**src/rtl/mdu_pkg.sv**
```systemverilog
// Shared definitions for the HI/LO multiply/divide unit: operation
// encodings, control-state enum and the default datapath width.
package mdu_pkg;

  localparam int MDU_WIDTH = 32;

  typedef enum logic [2:0] {
    MDU_MULT  = 3'b000,
    MDU_MULTU = 3'b001,
    MDU_DIV   = 3'b010,
    MDU_DIVU  = 3'b011,
    MDU_MTHI  = 3'b100,
    MDU_MTLO  = 3'b101,
    MDU_NOP0  = 3'b110,
    MDU_NOP1  = 3'b111
  } mdu_op_e;

  typedef enum logic [1:0] {
    IDLE = 2'b00,
    CALC = 2'b01,
    FIX  = 2'b10
  } mdu_state_e;

endpackage

```
**src/rtl/mdu_sign_fix.sv**
```systemverilog
// Conditional two's-complement negate, used both to take operand
// magnitudes and to restore the sign of multiply/divide results.
module mdu_sign_fix
  import mdu_pkg::*;
#(
  parameter int W = MDU_WIDTH
) (
  input  logic         neg_i,
  input  logic [W-1:0] val_i,
  output logic [W-1:0] val_o
);

  assign val_o = neg_i ? (~val_i + {{(W-1){1'b0}}, 1'b1}) : val_i;

endmodule

```
**src/rtl/mdu_hilo.sv**
```systemverilog
// Iterative multiply/divide unit with architectural HI/LO registers.
// Define MDU_DIV_EN to build the restoring divider; otherwise DIV/DIVU are no-ops.
module mdu_hilo
  import mdu_pkg::*;
#(
  parameter int WIDTH = MDU_WIDTH
) (
  input  logic             clk,
  input  logic             reset,
  input  logic             start,
  input  logic [2:0]       op,
  input  logic [WIDTH-1:0] rs_data,
  input  logic [WIDTH-1:0] rt_data,
  output logic             busy,
  output logic             done,
  output logic [WIDTH-1:0] hi,
  output logic [WIDTH-1:0] lo
);

  localparam int CW = $clog2(WIDTH);
  localparam logic [CW-1:0] CNT_LAST = CW'(WIDTH - 1);

  mdu_state_e         state_q, state_d;
  logic [CW-1:0]      cnt_q, cnt_d;
  logic [2:0]         op_q, op_d;
  logic [WIDTH-1:0]   opnd_q, opnd_d;
  logic [2*WIDTH-1:0] acc_q, acc_d;
  logic               neg_res_q, neg_res_d;
  logic [WIDTH-1:0]   hi_q, hi_d;
  logic [WIDTH-1:0]   lo_q, lo_d;
  logic               done_q, done_d;

  logic               is_signed_s, is_mul_s, is_div_s, op_div_s;
  logic [WIDTH-1:0]   rs_abs_s, rt_abs_s;
  logic [WIDTH:0]     mul_sum_s;
  logic [2*WIDTH-1:0] mul_next_s, prod_fix_s;

  assign is_signed_s = (op == MDU_MULT) || (op == MDU_DIV);
  assign is_mul_s    = (op == MDU_MULT) || (op == MDU_MULTU);

  mdu_sign_fix #(.W(WIDTH)) u_abs_rs (
    .neg_i(is_signed_s & rs_data[WIDTH-1]), .val_i(rs_data), .val_o(rs_abs_s)
  );
  mdu_sign_fix #(.W(WIDTH)) u_abs_rt (
    .neg_i(is_signed_s & rt_data[WIDTH-1]), .val_i(rt_data), .val_o(rt_abs_s)
  );
  mdu_sign_fix #(.W(2*WIDTH)) u_fix_prod (
    .neg_i(neg_res_q), .val_i(acc_q), .val_o(prod_fix_s)
  );

  // Shift-add: acc = {partial product, remaining multiplier bits}.
  assign mul_sum_s  = {1'b0, acc_q[2*WIDTH-1:WIDTH]} +
                      (acc_q[0] ? {1'b0, opnd_q} : {(WIDTH+1){1'b0}});
  assign mul_next_s = {mul_sum_s, acc_q[WIDTH-1:1]};

`ifdef MDU_DIV_EN
  logic               neg_rem_q, neg_rem_d;
  logic [WIDTH:0]     div_trial_s, div_diff_s;
  logic               div_qbit_s;
  logic [2*WIDTH-1:0] div_next_s;
  logic [WIDTH-1:0]   quot_fix_s, rem_fix_s;

  assign is_div_s = (op == MDU_DIV) || (op == MDU_DIVU);
  assign op_div_s = (op_q == MDU_DIV) || (op_q == MDU_DIVU);

  // Restoring step: acc = {partial remainder, dividend bits / quotient bits}.
  assign div_trial_s = {acc_q[2*WIDTH-1:WIDTH], acc_q[WIDTH-1]};
  assign div_diff_s  = div_trial_s - {1'b0, opnd_q};
  assign div_qbit_s  = ~div_diff_s[WIDTH];
  assign div_next_s  = {(div_qbit_s ? div_diff_s[WIDTH-1:0] : div_trial_s[WIDTH-1:0]),
                        acc_q[WIDTH-2:0], div_qbit_s};

  mdu_sign_fix #(.W(WIDTH)) u_fix_quot (
    .neg_i(neg_res_q), .val_i(acc_q[WIDTH-1:0]), .val_o(quot_fix_s)
  );
  mdu_sign_fix #(.W(WIDTH)) u_fix_rem (
    .neg_i(neg_rem_q), .val_i(acc_q[2*WIDTH-1:WIDTH]), .val_o(rem_fix_s)
  );
`else
  assign is_div_s = 1'b0;
  assign op_div_s = 1'b0;
`endif

  // Control FSM and datapath next-state.
  always_comb begin
    state_d   = state_q;
    cnt_d     = cnt_q;
    op_d      = op_q;
    opnd_d    = opnd_q;
    acc_d     = acc_q;
    neg_res_d = neg_res_q;
    hi_d      = hi_q;
    lo_d      = lo_q;
    done_d    = 1'b0;
`ifdef MDU_DIV_EN
    neg_rem_d = neg_rem_q;
`endif
    case (state_q)
      IDLE: begin
        if (start) begin
          if (is_mul_s || is_div_s) begin
            state_d   = CALC;
            cnt_d     = {CW{1'b0}};
            op_d      = op;
            neg_res_d = is_signed_s & (rs_data[WIDTH-1] ^ rt_data[WIDTH-1]);
`ifdef MDU_DIV_EN
            neg_rem_d = is_signed_s & rs_data[WIDTH-1];
`endif
            if (is_mul_s) begin
              opnd_d = rs_abs_s;
              acc_d  = {{WIDTH{1'b0}}, rt_abs_s};
            end else begin
              opnd_d = rt_abs_s;
              acc_d  = {{WIDTH{1'b0}}, rs_abs_s};
            end
          end else if (op == MDU_MTHI) begin
            hi_d = rs_data;
          end else if (op == MDU_MTLO) begin
            lo_d = rs_data;
          end else begin
            state_d = IDLE;
          end
        end else begin
          state_d = IDLE;
        end
      end
      CALC: begin
`ifdef MDU_DIV_EN
        acc_d = op_div_s ? div_next_s : mul_next_s;
`else
        acc_d = op_div_s ? acc_q : mul_next_s;
`endif
        cnt_d = cnt_q + CW'(1);
        if (cnt_q == CNT_LAST) begin
          state_d = FIX;
        end else begin
          state_d = CALC;
        end
      end
      FIX: begin
        state_d = IDLE;
        done_d  = 1'b1;
        case (op_q)
`ifdef MDU_DIV_EN
          MDU_DIV, MDU_DIVU: begin
            // Divide by zero leaves quotient all-ones; remainder path returns rs.
            lo_d = (opnd_q == {WIDTH{1'b0}}) ? {WIDTH{1'b1}} : quot_fix_s;
            hi_d = rem_fix_s;
          end
`endif
          default: begin
            {hi_d, lo_d} = prod_fix_s;
          end
        endcase
      end
      default: begin
        state_d = IDLE;
      end
    endcase
  end

  // State and architectural register update.
  always_ff @(posedge clk or negedge reset) begin
    if (!reset) begin
      state_q   <= IDLE;
      cnt_q     <= {CW{1'b0}};
      op_q      <= 3'b000;
      opnd_q    <= {WIDTH{1'b0}};
      acc_q     <= {(2*WIDTH){1'b0}};
      neg_res_q <= 1'b0;
      hi_q      <= {WIDTH{1'b0}};
      lo_q      <= {WIDTH{1'b0}};
      done_q    <= 1'b0;
`ifdef MDU_DIV_EN
      neg_rem_q <= 1'b0;
`endif
    end else begin
      state_q   <= state_d;
      cnt_q     <= cnt_d;
      op_q      <= op_d;
      opnd_q    <= opnd_d;
      acc_q     <= acc_d;
      neg_res_q <= neg_res_d;
      hi_q      <= hi_d;
      lo_q      <= lo_d;
      done_q    <= done_d;
`ifdef MDU_DIV_EN
      neg_rem_q <= neg_rem_d;
`endif
    end
  end

  assign busy = (state_q != IDLE);
  assign done = done_q;
  assign hi   = hi_q;
  assign lo   = lo_q;

endmodule

```
**config.mk**
```make
export PLATFORM = sky130hd
export DESIGN_NAME = mdu_hilo
export DESIGN_NICKNAME = d
export VERILOG_FILES = /design/src/rtl/mdu_pkg.sv /design/src/rtl/mdu_sign_fix.sv /design/src/rtl/mdu_hilo.sv
export SDC_FILE = /design/constraint.sdc
export NUM_CORES = 1
export LEC_CHECK = 0
export ABC_AREA = 1
export CAP_MARGIN = 20
export CORE_MARGIN = 2
export CORE_UTILIZATION = 35
export CTS_CLUSTER_SIZE = 24
export DETAILED_ROUTE_END_ITERATION = 16
export PLACE_DENSITY = 0.5
export SYNTH_ARGS = -nofsm -noshare
export SYNTH_HDL_FRONTEND = slang
export SYNTH_HIERARCHICAL = 1
export SYNTH_SLANG_ARGS = --single-unit
```
**constraint.sdc**
```tcl
create_clock -name clk -period 3 [get_ports clk]
set_input_delay 0.6 -clock clk [delete_from_list [all_inputs] [get_ports clk]]
set_output_delay 0.6 -clock clk [all_outputs]
set_load 0.02 [all_outputs]
```
==> flow_summary.toml <==
[routing]
routedWlPerCell_um = 18.87
postRouteAntennaNets = 0
finalWirelength_um = 56180
dr_total_vias = 15130
drcViolationCount = 0
first_pass_iters = 6
drt_iter0_drc = 1181
vias_per_cell = 5.083

[sta]
setup_viol = 0
slew_viol_final = 0
finClkSkew_ps = 15.67
fmaxAchievable_mhz = 393.9
relSlewSlack = 0.3389
rsz0062_at_grt = "no"
hold_viol_final = 0
period_share = 0.8462
worst_slew_pin_slew_ps = 990.6
finalCriticalPeriod_ps = 2539
tns_ps = 0

[grt]
grt_pass1_vias = 14730
grt_antenna_before_repair = 0
grt_overflow = 0
grt_max_degree = 66
grt_usage = 0.2624
grt_pass1_wl_um = 86770

[setup_path]
crit_buf_inv = 2
worstPathCellList = "buf_4, inv_1, ha_1, nand3_4, o21ai_4, nand2_1, nor2_2, nand2_1, xor2_1, nand2_1, a41oi_1"
critPathArrivalTime_ps = 2930
start_kind = "flip-flop"
path_delay_family = "simple AND/OR/NAND/NOR gates"
required_ps = 3400
slowest_delay_ps = 430
path_class = "reg -> reg"
cp-end-kind = "flip-flop"
crit_fanout = 6
path_common_cell = "nand2_1"
crit_path_top_delay_cell = "dfrtp_1"

[synthesis]
synth_nets = 2440
ys_warn_count = 6
syn_area_per_cell_sq_um = 6.189
ys_seq_elements = 169
seq_area_frac_synth = 0.2930
synth_top_flop_cell = "dfrtp_1"
netlist_instances = 2332
synth-async-reset-ratio = 1.000
yosysUniqueCellTypes = 41
synth_edf_count = 0
netlist_area_sq_mm = 0.01443

[power_and_ir_drop]
pwr_density_cell_mw_per_mm2 = 992.5
ir_worst_vdd_v = 0.0004812
p_leak_nw = 8.723
fin_total_pwr_mw = 16.90

[hold_path]
hp-class = "in -> async"

[finish]
final_cells = 2977
drive_above_1_share = 0.06299
n_antenna_cell = 0
num-nets-final = 2541
nFillCells = 4534
syn_to_final_growth_pct = 17.99

[clock_network]
cts_tree = "built"
worstSkewPairLatency_ps = 480
ctsHoldBuffers = 0
post-cts-setup-buffers = 0
clock_path_buffers = 2
cts_sinks = 169
numCtsBuffers = 17
clk_pin_slew_ps = 80
clockRootBuffer = "clkbuf_16"
h-tree-depth = 4
cts_resized = 0

[place]
hpwl_um = 44920
place_inst = 2946
place_congestion = 0.9107
io_buffer_count = 135

[status]
status = "finished, final reports clean"

[floorplanning]
core_sq_mm = 0.04074
dieHeight_um = 207.1
rows = 74
die_area_sq_mm = 0.04288
die_w_um = 207.1
io_pins = 136
start_util = 0.3543

[flow_run]
cap_viol_max_count = 0
registers in the layout, indices dropped and copies added (netlist names):
name	flops
acc_q	64
cnt_q	5
done	1
hi	32
lo	32
neg_res_q	1
opnd_q	32
state_q	2
layer usage:
layer	global-route usage	part of all wire
met1	0.3440	0.45
met2	0.4493	0.48
met3	0.02683	0.039
met4	0.09187	0.031
met5	0	0
cells in the final DEF (no fill, tap or decap), types with 4 or more instances in the layout:
master	instances
buf_12	9
nor2_1	244
inv_2	7
xor2_1	31
nand2_4	5
o21ai_2	5
nand2_2	14
a41oi_1	32
dfrtp_1	168
nand4_1	25
a21oi_1	102
buf_4	11
o21ai_0	48
o21ai_4	8
nand3b_1	8
nand2_1	974
o21bai_1	4
nand3_1	139
ha_1	37
xnor2_1	33
clkbuf_16	17
nor2_2	25
inv_1	254
clkdlybuf4s50_1	134
o21ai_1	6
a21o_1	33
a31oi_1	6
inv_6	6
inv_8	6
nor3_1	5
nor2_4	22
nor2_8	5
worst register-to-register path: stages (launching register included):
cell	delay, ps
dfrtp_1	430
buf_4	170
inv_1	90
ha_1	220
nand3_4	150
o21ai_4	210
nand2_1	130
nor2_2	230
nand2_1	110
xor2_1	390
nand2_1	110
a41oi_1	220
report_power, final:
group / total (mW) / switching, mW / internal (mW)
sequential: 4.88 / 1.46 / 3.42
combinational: 9.61 / 6.12 / 3.49
clock: 2.41 / 1.14 / 1.26
total: 16.9 / 8.72 / 8.18
worst paths after layout:
check | slack [ps] | to | cells after the start | from
max | 460 | hi[2]$_DFFE_PN0P_ | 11 | acc_q[0]$_DFFE_PN0P_
min | 70 | acc_q[56]$_DFFE_PN0P_ | 1 | reset
max reg2reg | 460 | hi[2]$_DFFE_PN0P_ | 11 | acc_q[0]$_DFFE_PN0P_
min in group clk | 470 | cnt_q[2]$_DFFE_PN0P_ | 1 | cnt_q[2]$_DFFE_PN0P_
max in group asynchronous | 2150 | lo[5]$_DFFE_PN0P_ | 2 | reset
min reg2reg | 470 | cnt_q[2]$_DFFE_PN0P_ | 1 | cnt_q[2]$_DFFE_PN0P_
synth_stat cells, types with 3 or more instances:
| library cell | count | area share |
|---|---|---|
| a21o_1 | 33 | 0.017 |
| a21oi_1 | 102 | 0.035 |
| a22oi_1 | 3 | 0.0016 |
| a31oi_1 | 6 | 0.0026 |
| a41oi_1 | 32 | 0.019 |
| buf_1 | 3 | 0.00078 |
| buf_2 | 27 | 0.0094 |
| buf_4 | 9 | 0.0047 |
| clkbuf_1 | 34 | 0.0088 |
| dfrtp_1 | 169 | 0.29 |
| ha_1 | 37 | 0.032 |
| inv_1 | 254 | 0.066 |
| inv_2 | 7 | 0.0018 |
| nand2_1 | 975 | 0.25 |
| nand2_2 | 13 | 0.0056 |
| nand2_4 | 5 | 0.0039 |
| nand3_1 | 139 | 0.048 |
| nand3_4 | 3 | 0.0036 |
| nand3b_1 | 8 | 0.0042 |
| nand4_1 | 25 | 0.011 |
| nor2_1 | 248 | 0.064 |
| nor2_2 | 24 | 0.010 |
| nor2_4 | 19 | 0.015 |
| nor2_8 | 5 | 0.0069 |
| nor3_1 | 5 | 0.0017 |
| o21ai_0 | 48 | 0.017 |
| o21ai_1 | 7 | 0.0024 |
| o21ai_2 | 6 | 0.0036 |
| o21ai_4 | 6 | 0.0068 |
| o21bai_1 | 4 | 0.0021 |
| xnor2_1 | 33 | 0.020 |
| xor2_1 | 31 | 0.019 |
per-stage QoR:
step	cell area [sq um]	setup slack [ps]	utilization	hold WS, ps
2_1_floorplan	14430	618.7	-	304.4
3_3_place_gp	16430	311.5	0.4032	458.9
3_5_place_dp	16430	284.6	0.4032	463.1
4_1_cts	17030	433.1	0.4180	78.34
5_1_grt	17030	233.5	0.4180	101.9
6_report	17030	461.5	0.4180	67.78
cell type report:
| cell class | count | area, sq um | area share |
|---|---|---|---|
| clock buffer | 17 | 425.4 | 0.02498 |
| tap | 532 | 665.6 | 0.03909 |
| multi-input combinational | 1827 | 8917 | 0.5237 |
| timing repair buffer | 155 | 1615 | 0.09486 |
| inverter | 263 | 997.2 | 0.05856 |
| clock inverter | 14 | 177.7 | 0.01043 |
| sequential | 169 | 4230 | 0.2484 |
kinds of logic (layout without fill, tap and decap cells):
family,after synthesis,in the layout,synth area share
buffers and inverters,336,449,0.09276
adder cells (fa/ha/maj),38,38,0.03346
flip-flops,169,169,0.2930
AND/OR/NAND/NOR,1473,1473,0.4309
XOR/XNOR,65,65,0.03997
AO/OA/AOI/OAI,251,251,0.1099
Note: power is estimated with default switching activity, not from simulation.
